===== config.mk =====
export PLATFORM = sky130hd
export DESIGN_NAME = tele_tx_frame
export DESIGN_NICKNAME = d
export VERILOG_FILES = /design/src/rtl/tele_tx_frame.sv
export SDC_FILE = /design/constraint.sdc
export NUM_CORES = 1
export LEC_CHECK = 0
export ABC_AREA = 1
export CORE_ASPECT_RATIO = 1.1
export CORE_UTILIZATION = 30
export CTS_CLUSTER_DIAMETER = 80
export DETAILED_ROUTE_END_ITERATION = 8
export DONT_BUFFER_PORTS = 1
export GPL_TIMING_DRIVEN = 0
export PLACE_DENSITY_LB_ADDON = 0.15
export SKIP_LAST_GASP = 1
export SLEW_MARGIN = 10
export SYNTH_ARGS = -nofsm -noshare
export SYNTH_HDL_FRONTEND = slang
export SYNTH_SLANG_ARGS = --single-unit

===== constraint.sdc =====
create_clock -name clk -period 2.64 [get_ports clk]
set_clock_uncertainty 0.05 [all_clocks]
set_input_delay 0.264 -clock clk [delete_from_list [all_inputs] [get_ports clk]]
set_output_delay 0.264 -clock clk [all_outputs]
set_load 0.02 [all_outputs]

===== src/rtl/tele_tx_frame.sv =====
// Serial telemetry frame transmitter: accepts address/data words over valid/ready and
// sends preamble, address, data and parity on o_tx, followed by a forced-low gap.
module tele_tx_frame #(
    parameter int ADDR_W = 7,
    parameter int DATA_W = 4,
    parameter int PRE_W = 4,
    parameter logic [PRE_W-1:0] PREAMBLE = 4'b1010,
    parameter int BIT_CLKS = 1,
    parameter int GAP_CLKS = 20,
    parameter int STARTUP_CLKS = 2000,
    parameter bit PARITY_ODD = 1'b0
) (
    input  logic              clk,
    input  logic              rst,
    input  logic              i_valid,
    output logic              o_ready,
    input  logic [ADDR_W-1:0] i_addr,
    input  logic [DATA_W-1:0] i_data,
    output logic              o_tx,
    output logic              o_busy,
    output logic              o_tx_flag,
    output logic [ADDR_W-1:0] o_tx_addr,
    output logic [DATA_W-1:0] o_tx_data
);

    localparam int FRAME_W = PRE_W + ADDR_W + DATA_W + 1;
    localparam int BIT_W = $clog2(BIT_CLKS + 1);
    localparam int IDX_W = $clog2(FRAME_W + 1);
    localparam int GAP_W = $clog2(GAP_CLKS + 1);
    localparam int ST_W = $clog2(STARTUP_CLKS + 1);

    localparam logic [BIT_W-1:0] BIT_LAST = BIT_W'(BIT_CLKS - 1);
    localparam logic [IDX_W-1:0] IDX_END = IDX_W'(FRAME_W);
    localparam logic [ST_W-1:0] ST_LAST = ST_W'(STARTUP_CLKS - 1);
    // The completion cycle is the first cycle of the low gap, so S_GAP lasts GAP_CLKS-1 cycles.
    localparam logic [GAP_W-1:0] GAP_LAST = GAP_W'((GAP_CLKS > 1) ? GAP_CLKS - 2 : 0);

    localparam logic [1:0] S_STARTUP = 2'd0;
    localparam logic [1:0] S_IDLE = 2'd1;
    localparam logic [1:0] S_RUN = 2'd2;
    localparam logic [1:0] S_GAP = 2'd3;

    logic [1:0]         state;
    logic [ST_W-1:0]    st_cnt;
    logic [BIT_W-1:0]   bit_cnt;
    logic [IDX_W-1:0]   bit_idx;
    logic [GAP_W-1:0]   gap_cnt;
    logic [FRAME_W-1:0] shreg;
    logic [ADDR_W-1:0]  lat_addr;
    logic [DATA_W-1:0]  lat_data;
    logic               parity;

    assign o_ready = (state == S_IDLE);
    assign o_busy = (state == S_RUN) || (state == S_GAP);
    assign parity = (^{PREAMBLE, i_addr, i_data}) ^ PARITY_ODD;

    always_ff @(posedge clk or posedge rst) begin
        if (rst) begin
            state     <= S_STARTUP;
            st_cnt    <= '0;
            bit_cnt   <= '0;
            bit_idx   <= '0;
            gap_cnt   <= '0;
            shreg     <= '0;
            lat_addr  <= '0;
            lat_data  <= '0;
            o_tx      <= 1'b0;
            o_tx_flag <= 1'b0;
            o_tx_addr <= '0;
            o_tx_data <= '0;
        end else begin
            o_tx_flag <= 1'b0;
            o_tx_addr <= '0;
            o_tx_data <= '0;
            case (state)
                S_STARTUP: begin
                    o_tx <= 1'b0;
                    if (st_cnt == ST_LAST) begin
                        state <= S_IDLE;
                    end else begin
                        st_cnt <= st_cnt + 1'b1;
                    end
                end
                S_IDLE: begin
                    o_tx <= 1'b0;
                    if (i_valid) begin
                        shreg    <= {PREAMBLE, i_addr, i_data, parity};
                        lat_addr <= i_addr;
                        lat_data <= i_data;
                        bit_cnt  <= '0;
                        bit_idx  <= '0;
                        state    <= S_RUN;
                    end
                end
                S_RUN: begin
                    if (bit_cnt == '0 && bit_idx == IDX_END) begin
                        o_tx      <= 1'b0;
                        o_tx_flag <= 1'b1;
                        o_tx_addr <= lat_addr;
                        o_tx_data <= lat_data;
                        gap_cnt   <= '0;
                        state     <= (GAP_CLKS > 1) ? S_GAP : S_IDLE;
                    end else begin
                        // A new bit is presented at the start of each bit period.
                        if (bit_cnt == '0) begin
                            o_tx  <= shreg[FRAME_W-1];
                            shreg <= {shreg[FRAME_W-2:0], 1'b0};
                        end
                        if (bit_cnt == BIT_LAST) begin
                            bit_cnt <= '0;
                            bit_idx <= bit_idx + 1'b1;
                        end else begin
                            bit_cnt <= bit_cnt + 1'b1;
                        end
                    end
                end
                S_GAP: begin
                    o_tx <= 1'b0;
                    if (gap_cnt == GAP_LAST) begin
                        state <= S_IDLE;
                    end else begin
                        gap_cnt <= gap_cnt + 1'b1;
                    end
                end
                default: begin
                    o_tx   <= 1'b0;
                    st_cnt <= '0;
                    state  <= S_STARTUP;
                end
            endcase
        end
    end

endmodule


## Word-level counts from Yosys, hierarchy flattened

Index checks and enable logic that the tools add are counted.

- Register bits: 64
- Latch bits: 0
- Memory bits (writable): 0
- ROM bits: 0
- Input port bits: 14
- Logic and storage cells: 74
- Memories kept: 0

- Add/sub/neg operators: 4
- Multiply operators: 0
- Divide/modulo/power cells: 0
- Order comparisons: 0
- Equality and inequality tests: 14
- Shift-type cells: 0
- Muxes and demuxes: 29
- Bitwise logic cells: 2
- Reduce and logical (&&, ||, !) cells: 13

Operators with widths:

| kind | count |
|---|---|
| 16-bit two-way mux | 3 |
| 16-bit case mux with 2 select lines | 1 |
| 5-bit two-way mux | 5 |
| 5-bit case mux with 2 select lines | 2 |
| 15-bit parity | 1 |
| 7-bit two-way mux | 2 |
| 11-bit by 1-bit adder with 11-bit output, second input constant | 1 |
| 11-bit == test, second input constant | 1 |
| 5-bit by 1-bit adder with 5-bit output, second input constant | 2 |
| 5-bit == test, second input constant | 2 |
| 2-bit inequality test, second input constant | 5 |
| 2-bit two-way mux | 4 |
| 4-bit two-way mux | 2 |
| 2-bit case mux with 4 select lines | 1 |
| 4-bit AND reduction | 2 |
| 1-bit two-way mux | 7 |
| 3-bit AND reduction | 2 |
| 2-bit == test, second input constant | 2 |
| 2-bit by 1-bit inequality test with 1-bit output, second input constant | 2 |
| 1-bit case mux with 2 select lines | 2 |
| 2-bit AND reduction | 2 |
| 2-bit nonzero test | 2 |
| 3-bit by 2-bit inequality test with 1-bit output, second input constant | 1 |
| 3-bit OR reduction | 1 |
| other kinds (6) | 7 |

## Depth between registers and ports, before layout

Gate-level depths: netlist of run 1.

- Depth after elaboration: 4
- Gate-level depth with buffers: 11
- Mapped depth without buffers: 11

## Worst setup path before layout of run 1

OpenSTA, ideal clock, no wires.

- Path type: register -> register
- From: reg state[1]
- To: reg shreg[1]
- Arrival: 1643 ps
- Required time: 2509 ps
- Setup slack: 866 ps
- Cell stages (with the launch flop): 10
- Buffers on the path: 1
- Clock period less this slack: 1774 ps
- Cells stage by stage: dfrtp_1 -> inv_1 -> ha_1 -> nand2_1 -> o21ai_4 -> nand2_4 -> inv_4 -> buf_6 -> nor2_1 -> a31oi_2

- Word-level cells in the longest chain between the ends: 3
- Elaborated cells on any way between the ends: 8
- Classes of those cells: 5 x eq/ne; 1 x mux; 2 x reduce/logical

Ends and longest elaborated chain:

| element | line | RTL |
|---|---|---|
| start, declared | 43 | `logic [1:0] state;` |
| start signal, assigned | 102 | `state <= (GAP_CLKS > 1) ? S_GAP : S_IDLE;` |
| 2-bit by 1-bit == test with 1-bit output * | -- |  |
| via o_ready | 16 | `output logic o_ready,` |
| 2-bit inequality test (no line) / 2-bit nonzero test (equally long branches) | -- |  |
| 4-bit AND reduction (no line) | -- |  |
| end signal, assigned | 87 | `shreg <= {PREAMBLE, i_addr, i_data, parity};` |
| end signal, assigned | 107 | `shreg <= {shreg[FRAME_W-2:0], 1'b0};` |
| end, declared | 48 | `logic [FRAME_W-1:0] shreg;` |

The timed path passes the listed nets; every way through them passes the cells marked *.
A chain may end at the register's enable or synchronous reset.

## Worst setup path in the final report of run 1

- From: reg state[0]
- To: out o_busy

- Word-level cells in the longest chain between the ends: 2
- Elaborated cells on any way between the ends: 3
- Classes of those cells: 2 x eq/ne; 1 x reduce/logical

Ends and longest elaborated chain:

| element | line | RTL |
|---|---|---|
| 2-bit == test | 54 | `assign o_busy = (state == S_RUN) \|\| (state == S_GAP);` |
| 1-bit logical OR * | 54 |  |
| end, declared | 20 | `output logic o_busy,` |

Mark *: on every way between the ends. The rest lies on a longest branch, timed or not.

==> metrics.json, run 1 <==
{
  "die": {
    "core.rowCount": 38,
    "placeableCoreArea_um2": 9890,
    "die_height_um": 108,
    "die_w_um": 98.2,
    "initial_core_util_pct": 30.9,
    "die_area_um2": 10600,
    "io-pin-count": 29
  },
  "setup_path": {
    "critical_path.max_fanout": 10,
    "worstSetupEndpointType": "output pin",
    "cell_depth_of_the_worst_flop_to_flop_path": 9,
    "critPathRequiredTime_ns": 2.33,
    "reg2reg_setup_slack_ns": 0.55,
    "critPathKind": "flop to output pin",
    "critical_path.startpoint": "state[0]$_DFFE_PP0P_",
    "cp.arrival_ns": 2.01,
    "start_kind": "flop",
    "crit_path_end": "o_busy",
    "critical_path.reg2reg.startpoint": "state[1]$_DFFE_PP0P_",
    "timing.rr.end": "shreg[1]$_DFFE_PP0P_"
  },
  "global_route": {
    "global_route.usage.total_pct": 12.7,
    "grt_pass1_vias": 2132,
    "grt_antenna_before_repair": 0,
    "grt_first_pass_wirelength_um": 10300,
    "globalRoute.totalOverflow": 0,
    "maximum_number_of_pins_on_one_net_before_global_route_repair": 47
  },
  "drt": {
    "routed_wirelength_um": 6070,
    "drt_first_pass_iters": 6,
    "num_vias": 2240,
    "drt-initial-drc-count": 110,
    "antenna_left": 0,
    "post_drt_via_cell_ratio": 4.46,
    "remaining_drc_errors": 0,
    "detail_route.wl_per_cell_um": 12.1
  },
  "timing": {
    "worst_relative_slew_slack_pct": 67.8,
    "max_slew.worst_pin.slew_ns": 0.480,
    "timing_hold_violations_final": 0,
    "grt_setup_unrepaired": "false",
    "setup_slack_of_the_critical_path_after_layout_ns": 0.313,
    "report.final.slew_viol_count": 0,
    "max_freq_ghz": 0.430,
    "final-setup-viol-count": 0,
    "final.hold.worst_slack_ns": 0.0240,
    "final_worst_path_cycle_share_pct": 88.2,
    "timing.final.crit_period_ns": 2.33,
    "setup_total_negative_slack_ns": 0
  },
  "synth": {
    "synth_top_flop_cell": "dfrtp_1",
    "ys_warn_count": 0,
    "synth_compound_area_share_pct": 9.18,
    "synth_simple_gate_area_share_pct": 22.1,
    "synth_top_family_by_area": "simple AND/OR/NAND/NOR gates",
    "synth_seq_area_share_pct": 51.7,
    "synth-seq-cells": 63,
    "synth_cell_type_count": 28,
    "synth-async-reset-ratio_pct": 100,
    "synthesized_netlist_cell_count": 364,
    "syn-num-nets": 389,
    "average_cell_area_after_synthesis_um2": 8.38,
    "synth-adder-area-share_pct": 4.51,
    "synthesis.area_um2": 3050,
    "synth_edf_count": 0,
    "synth_mux_area_share_pct": 0,
    "synth_xor_xnor_area_share_pct": 4.59
  },
  "cells_and_area": {
    "most_frequent_standard_cell_in_the_layout_excluding_fill_and_tap_cells": "nand2_1",
    "n_antenna_cell": 0,
    "commonest_non_fill_non_tap_cells_in_the_layout": "nand2_1, dfrtp_1, nor2_1",
    "nFillCells": 1022,
    "finalNetCount": 402,
    "layout-drive-gt1-share_pct": 8.38,
    "synth_to_layout_area_growth_pct": 13.2
  },
  "power": {
    "leakagePower_nw": 1.71,
    "power_switching_w": 0.000422,
    "int_pwr_w": 0.00151,
    "combinationalPowerShare_pct": 3.3,
    "power_per_standard_cell_area_nw_per_um2": 560,
    "clkPwrFrac_pct": 46.9,
    "vdd_ir_drop_max_mv": 0.228,
    "swShare_pct": 21.8,
    "p_seq_share_pct": 49.8
  },
  "clock_tree": {
    "h-tree-depth": 3,
    "path_clk_slew_ns": 0.07,
    "clock_insertion_delay_worst_skew_ns": 0.34,
    "clock_tree_from_tritoncts": "built",
    "ctsRootBufferMaster": "clkbuf_8",
    "cts-root-to-sink-buffers": 2,
    "cts_made_buffers": 9,
    "tritoncts_num_sinks": 63
  },
  "hold_path": {
    "worst_hold_path_type": "input pin to flop"
  },
  "placed_design": {
    "port-buffer-count": 0,
    "detailedPlacementHpwl_um": 4530,
    "globalplace.congestion": 0.763,
    "dpl_worst_slack_ns": 0.542
  },
  "run_status": {
    "run_status": "complete, no violations"
  },
  "run": {
    "timing.max_cap.violations": 0
  }
}
power by group through the flow:
stage / registers (W) / logic [W] / clock network [W]
6_report: 0.000965 / 0.0000635 / 0.000908
3_3_place_gp: 0.000983 / 0.0000578 / 0
4_1_cts: 0.000964 / 0.0000659 / 0.000940
2_1_floorplan: 0.000983 / 0.0000467 / 0
3_5_place_dp: 0.000983 / 0.0000640 / 0
5_1_grt: 0.000964 / 0.0000759 / 0.000974
worst min-delay path by stage:
stage | startpoint | cells after the start | slack, ns | endpoint
final | i_addr[5] | 2 | 0.02 | shreg[10]$_DFFE_PP0P_
after global routing | i_addr[5] | 2 | 0.01 | shreg[10]$_DFFE_PP0P_
after detailed placement | rst | 1 | 0.05 | o_tx_addr[3]$_DFF_PP0_
after floorplan | i_addr[5] | 2 | 0.37 | shreg[10]$_DFFE_PP0P_
after global placement | i_addr[5] | 2 | 0.37 | shreg[10]$_DFFE_PP0P_
after CTS | i_addr[5] | 2 | 0.006 | shreg[10]$_DFFE_PP0P_
worst max-delay path, stage by stage (launching register included):
cell	delay, ns
dfrtp_1	0.41
inv_1	0.10
ha_1	0.31
inv_2	0.17
clkbuf_1	0.40
nand2_1	0.27
flip-flops by register name, summed over array words and instances, names as in the netlist, 4 cells and up:
name / flops
lat_addr: 7
lat_data: 4
shreg: 16
o_tx_addr: 7
st_cnt: 11
bit_idx: 5
gap_cnt: 5
o_tx_data: 4
layout make-up:
class / instances / area, um2 / area share [%]
Clock inverter: 6 / 85.1 / 2.46
Timing Repair Buffer: 2 / 37.5 / 1.09
Buffer: 8 / 46.3 / 1.34
Clock buffer: 10 / 128 / 3.69
Sequential cell: 63 / 1580 / 45.6
Tap cell: 120 / 150 / 4.35
Inverter: 52 / 200 / 5.80
Multi-Input combinational cell: 241 / 1230 / 35.6
layer usage:
metal / vias up / global-route usage [%] / part of all wire [%]
li1: 1155 / - / -
met1: 1039 / 15.9 / 47
met2: 36 / 20.2 / 46
met3: 10 / 3.12 / 4.0
met4: 0 / 7.04 / 2.2
met5: - / 0 / 0
through the flow:
stage	total power (W)	instances	util [%]	instance area [um2]
floorplan	0.00103	364	-	3050
global placement	0.00104	484	32.4	3200
detailed placement	0.00105	485	32.7	3230
CTS	0.00197	502	34.9	3450
global route	0.00201	502	34.9	3450
finish	0.00194	502	34.9	3450
timing repair:
item,4_1_cts,5_1_grt
endpoints found under the setup margin,0,0
resized for setup,0,0
hold endpoints to repair,61,0
buffers inserted,0,0
hold buffers,1,0
synthesized netlist by cell type (2+ instances only):
master	number	area (um2)
a21oi_1	8	40.0
a31oi_1	8	50.1
a31oi_2	3	37.5
buf_6	2	22.5
clkbuf_1	5	18.8
dfrtp_1	63	1580
ha_1	11	138
inv_1	49	184
inv_2	2	7.51
nand2_1	96	360
nand2_2	2	12.5
nand3_1	12	60.1
nor2_1	51	191
nor3_1	5	25.0
o21ai_0	16	80.1
o21ai_1	4	20.0
o22ai_1	2	12.5
xnor2_1	5	43.8
xor2_1	11	96.3
cells by family (layout without fill, tap and decap cells):
| group | after synthesis | after routing |
|---|---|---|
| xor gates and xnor gates | 16 | 16 |
| adders and majority gates | 11 | 11 |
| DFF | 63 | 63 |
| AOI/OAI and AO/OA | 45 | 45 |
| and+or+nand+nor | 169 | 169 |
| buffers and inverters | 60 | 78 |
No activity file was read; power rests on OpenSTA's default activity.
==> run 2: changes to the inputs <==
- CORE_UTILIZATION: 30 -> 55
==> run 2 against run 1 <==
Net effect: combinational power is 9.4% lower; worst hold slack worse by 0.0019 ns; maximum frequency is 0.64% lower; total power is 5.9% higher; core utilization is 29 points higher; design area is 1.5% lower; die area is 45% lower; via count is 3.7% higher; critical endpoint unchanged; highest routed layer unchanged.
==> metrics.json, run 2 (synthesis results as in run 1) <==
{
  "run_status": {
    "run_status": {"value": "complete, no violations", "change": "unchanged"}
  },
  "drt": {
    "drt-initial-drc-count": {"value": 80, "change": "was 110"},
    "detailroute.wirelength.met2": {"value": 2790, "unit": "um", "change": "was 2820 um"},
    "detail_route.wl_per_cell": {"value": 12.7, "unit": "um", "change": "was 12.1 um"},
    "met3WireLength": {"value": 315, "unit": "um", "change": "was 243 um"},
    "detail_route.wirelength.met1": {"value": 2610, "unit": "um", "change": "was 2870 um"},
    "top_layer_used": {"value": "met4", "change": "unchanged"},
    "drt_first_pass_iters": {"value": 4, "change": "was 6"},
    "post_drt_via_cell_ratio": {"value": 5.09, "change": "was 4.46"},
    "num_vias": {"value": 2322, "change": "was 2240"},
    "routed_wirelength": {"value": 5800, "unit": "um", "change": "was 6070 um"},
    "remaining_drc_errors": {"value": 0, "change": "unchanged"},
    "antenna_left": {"value": 0, "change": "unchanged"}
  },
  "global_route": {
    "grt_antenna_before_repair": {"value": 0, "change": "unchanged"},
    "globalRoute.totalOverflow": {"value": 0, "change": "unchanged"},
    "global_route.usage.total": {"value": 22.4, "unit": "%", "change": "was 12.7%"},
    "grt_pass1_vias": {"value": 2192, "change": "was 2132"},
    "grt_first_pass_wirelength": {"value": 9670, "unit": "um", "change": "was 10300 um"},
    "maximum_number_of_pins_on_one_net_before_global_route_repair": {"value": 64, "change": "was 47"}
  },
  "placed_design": {
    "dp.cells": {"value": 439, "change": "was 485"},
    "dpl_worst_slack": {"value": 0.587, "unit": "ns", "change": "was 0.542 ns"},
    "detailedPlacementHpwl": {"value": 3980, "unit": "um", "change": "was 4530 um"},
    "port-buffer-count": {"value": 0, "change": "unchanged"},
    "globalplace.congestion": {"value": 0.816, "change": "was 0.763"}
  },
  "cells_and_area": {
    "finalNetCount": {"value": 401, "change": "was 402"},
    "commonest_non_fill_non_tap_cells_in_the_layout": {"value": "nand2_1, dfrtp_1, nor2_1", "change": "unchanged"},
    "max_ffs_per_register": {"value": 16, "change": "unchanged"},
    "layout-drive-gt1-share": {"value": 8.40, "unit": "%", "change": "was 8.38%"},
    "largest-register": {"value": "shreg", "change": "unchanged"},
    "synth_to_layout_area_growth": {"value": 11.5, "unit": "%", "change": "was 13.2%"},
    "instances_no_fill": {"value": 456, "change": "was 502"},
    "nFillCells": {"value": 466, "change": "was 1022"},
    "finalCoreUtilization": {"value": 63.5, "unit": "%", "change": "was 34.9%"},
    "largest_registers": {"value": "shreg: 16 flops, st_cnt: 11 flops", "change": "unchanged"},
    "n_antenna_cell": {"value": 0, "change": "unchanged"},
    "most_frequent_standard_cell_in_the_layout_excluding_fill_and_tap_cells": {"value": "nand2_1", "change": "unchanged"}
  },
  "timing": {
    "timing_hold_violations_final": {"value": 0, "change": "unchanged"},
    "max_slew.worst_pin.slew": {"value": 0.758, "unit": "ns", "change": "was 0.480 ns"},
    "final.hold.worst_slack": {"value": 0.0221, "unit": "ns", "change": "was 0.0240 ns"},
    "setup_slack_of_the_critical_path_after_layout": {"value": 0.298, "unit": "ns", "change": "was 0.313 ns"},
    "final-setup-viol-count": {"value": 0, "change": "unchanged"},
    "final_worst_path_cycle_share": {"value": 88.7, "unit": "%", "change": "was 88.2%"},
    "grt_setup_unrepaired": {"value": "false", "change": "unchanged"},
    "timing.final.crit_period": {"value": 2.34, "unit": "ns", "change": "was 2.33 ns"},
    "worst_relative_slew_slack": {"value": 49.5, "unit": "%", "change": "was 67.8%"},
    "max_freq": {"value": 0.427, "unit": "GHz", "change": "was 0.430 GHz"},
    "report.final.slew_viol_count": {"value": 0, "change": "unchanged"},
    "setup_total_negative_slack": {"value": 0, "unit": "ns", "change": "unchanged"}
  },
  "setup_path": {
    "cp.arrival": {"value": 2.03, "unit": "ns", "change": "was 2.01 ns"},
    "critPathRequiredTime": {"value": 2.33, "unit": "ns", "change": "about the same"},
    "critPathKind": {"value": "flop to output pin", "change": "unchanged"},
    "critical_path.reg2reg.startpoint": {"value": "state[1]$_DFFE_PP0P_", "change": "unchanged"},
    "reg2reg_setup_slack": {"value": 0.57, "unit": "ns", "change": "was 0.55 ns"},
    "critPathSlowestCell": {"value": "dfrtp_1", "change": "unchanged"},
    "critical_path.startpoint": {"value": "state[0]$_DFFE_PP0P_", "change": "unchanged"},
    "start_kind": {"value": "flop", "change": "unchanged"},
    "cell_depth_of_the_worst_flop_to_flop_path": {"value": 9, "change": "unchanged"},
    "slowest_stage_delay_cp": {"value": 0.42, "unit": "ns", "change": "was 0.41 ns"},
    "critical_path.max_fanout": {"value": 10, "change": "unchanged"},
    "timing.rr.end": {"value": "shreg[3]$_DFFE_PP0P_", "change": "was shreg[1]$_DFFE_PP0P_"},
    "worstSetupEndpointType": {"value": "output pin", "change": "unchanged"},
    "crit_path_cell_trace": {"value": "inv_1 > ha_1 > inv_2 > clkbuf_1 > nand2_1", "change": "unchanged"}
  },
  "clock_tree": {
    "cts_made_buffers": {"value": 9, "change": "unchanged"},
    "cts-root-to-sink-buffers": {"value": 2, "change": "unchanged"},
    "h-tree-depth": {"value": 3, "change": "unchanged"},
    "cts_resized": {"value": 0, "change": "unchanged"},
    "post_cts_hold_buffer_count": {"value": 1, "change": "unchanged"},
    "path_clk_slew": {"value": 0.07, "unit": "ns", "change": "about the same"},
    "ctsRootBufferMaster": {"value": "clkbuf_8", "change": "unchanged"},
    "post-cts-setup-buffers": {"value": 0, "change": "unchanged"},
    "clock_tree_from_tritoncts": {"value": "built", "change": "unchanged"},
    "clock_insertion_delay_worst_skew": {"value": 0.35, "unit": "ns", "change": "was 0.34 ns"},
    "tritoncts_num_sinks": {"value": 63, "change": "unchanged"}
  },
  "power": {
    "vdd_ir_drop_max": {"value": 0.389, "unit": "mV", "change": "was 0.228 mV"},
    "power_per_standard_cell_area": {"value": 603, "unit": "nW/um2", "change": "was 560 nW/um2"},
    "leakagePower": {"value": 1.71, "unit": "nW", "change": "about the same"}
  },
  "die": {
    "io-pin-count": {"value": 29, "change": "unchanged"},
    "initial_core_util": {"value": 56.9, "unit": "%", "change": "was 30.9%"},
    "placeableCoreArea": {"value": 5360, "unit": "um2", "change": "was 9890 um2"},
    "die_w": {"value": 73.0, "unit": "um", "change": "was 98.2 um"},
    "core.rowCount": {"value": 28, "change": "was 38"},
    "die_area": {"value": 5850, "unit": "um2", "change": "was 10600 um2"},
    "die_height": {"value": 80.1, "unit": "um", "change": "was 108 um"}
  },
  "hold_path": {
    "worst_hold_path_type": {"value": "input pin to flop", "change": "unchanged"},
    "min_to": {"value": "shreg[5]$_DFFE_PP0P_", "change": "was shreg[10]$_DFFE_PP0P_"},
    "min_path_cells": {"value": 2, "change": "unchanged"},
    "hold_path.startpoint": {"value": "i_addr[0]", "change": "was i_addr[5]"}
  },
  "run": {
    "timing.max_cap.violations": {"value": 0, "change": "unchanged"}
  }
}
run 2: changes by cell type in the layout (fill, tap and decap cells not counted):
| cell | delta |
|---|---|
| clkinv_4 | +1 |
| clkbuf_1 | -1 |
| clkinv_2 | -1 |
| inv_6 | +1 |
| clkinvlp_4 | -1 |
| bufinv_16 | +1 |
| buf_16 | -1 |
run 2: worst max-delay path, delay by kind of cell (launching register included):
kind	cells	cell delay [ns]
DFF	1	0.42
buffers and inverters	3	0.68
and+or+nand+nor	1	0.27
adders and majority gates	1	0.32
run 2: how the worst max path moves through the flow:
| stage | depth (start not counted) | endpoint |
|---|---|---|
| 3_3_place_gp | 1 | gap_cnt[3]$_DFFE_PP0P_ |
| 5_1_grt | 5 | o_busy |
| 3_5_place_dp | 9 | shreg[3]$_DFFE_PP0P_ |
| 6_report | 5 | o_busy |
| 2_1_floorplan | 1 | bit_idx[0]$_DFFE_PP0P_ |
| 4_1_cts | 5 | o_busy |
run 2: final cells by class:
cell class	instances	area [um2]	area share [%]
flip-flops and latches	63	1580	46.3
clock buffers	9	124	3.64
clock inverters	7	120	3.53
plain buffers	8	46.3	1.36
repair buffers	1	10.0	0.294
inverters	52	200	5.88
well taps	75	93.8	2.76
multi-input cells	241	1230	36.2
run 2: routing by layer:
metal / track usage [%] / vias up
li1: - / 1156
met1: 27.6 / 1110
met5: 0 / -
met2: 35.2 / 44
met3: 8.28 / 12
met4: 9.80 / 0
run 2: report_power, final:
group | internal (W) | total, W | switching [W]
logic | 0.0000166 | 0.0000575 | 0.0000409
registers | 0.000965 | 0.000965 | 0
clock network | 0.000630 | 0.00103 | 0.000399
total | 0.00161 | 0.00205 | 0.000440
run 2: metrics by stage:
stage          power, W  area (um2)
3_3_place_gp    0.00104        3150
2_1_floorplan   0.00103        3050
5_1_grt         0.00211        3400
6_report        0.00205        3400
3_5_place_dp    0.00104        3150
4_1_cts         0.00207        3400
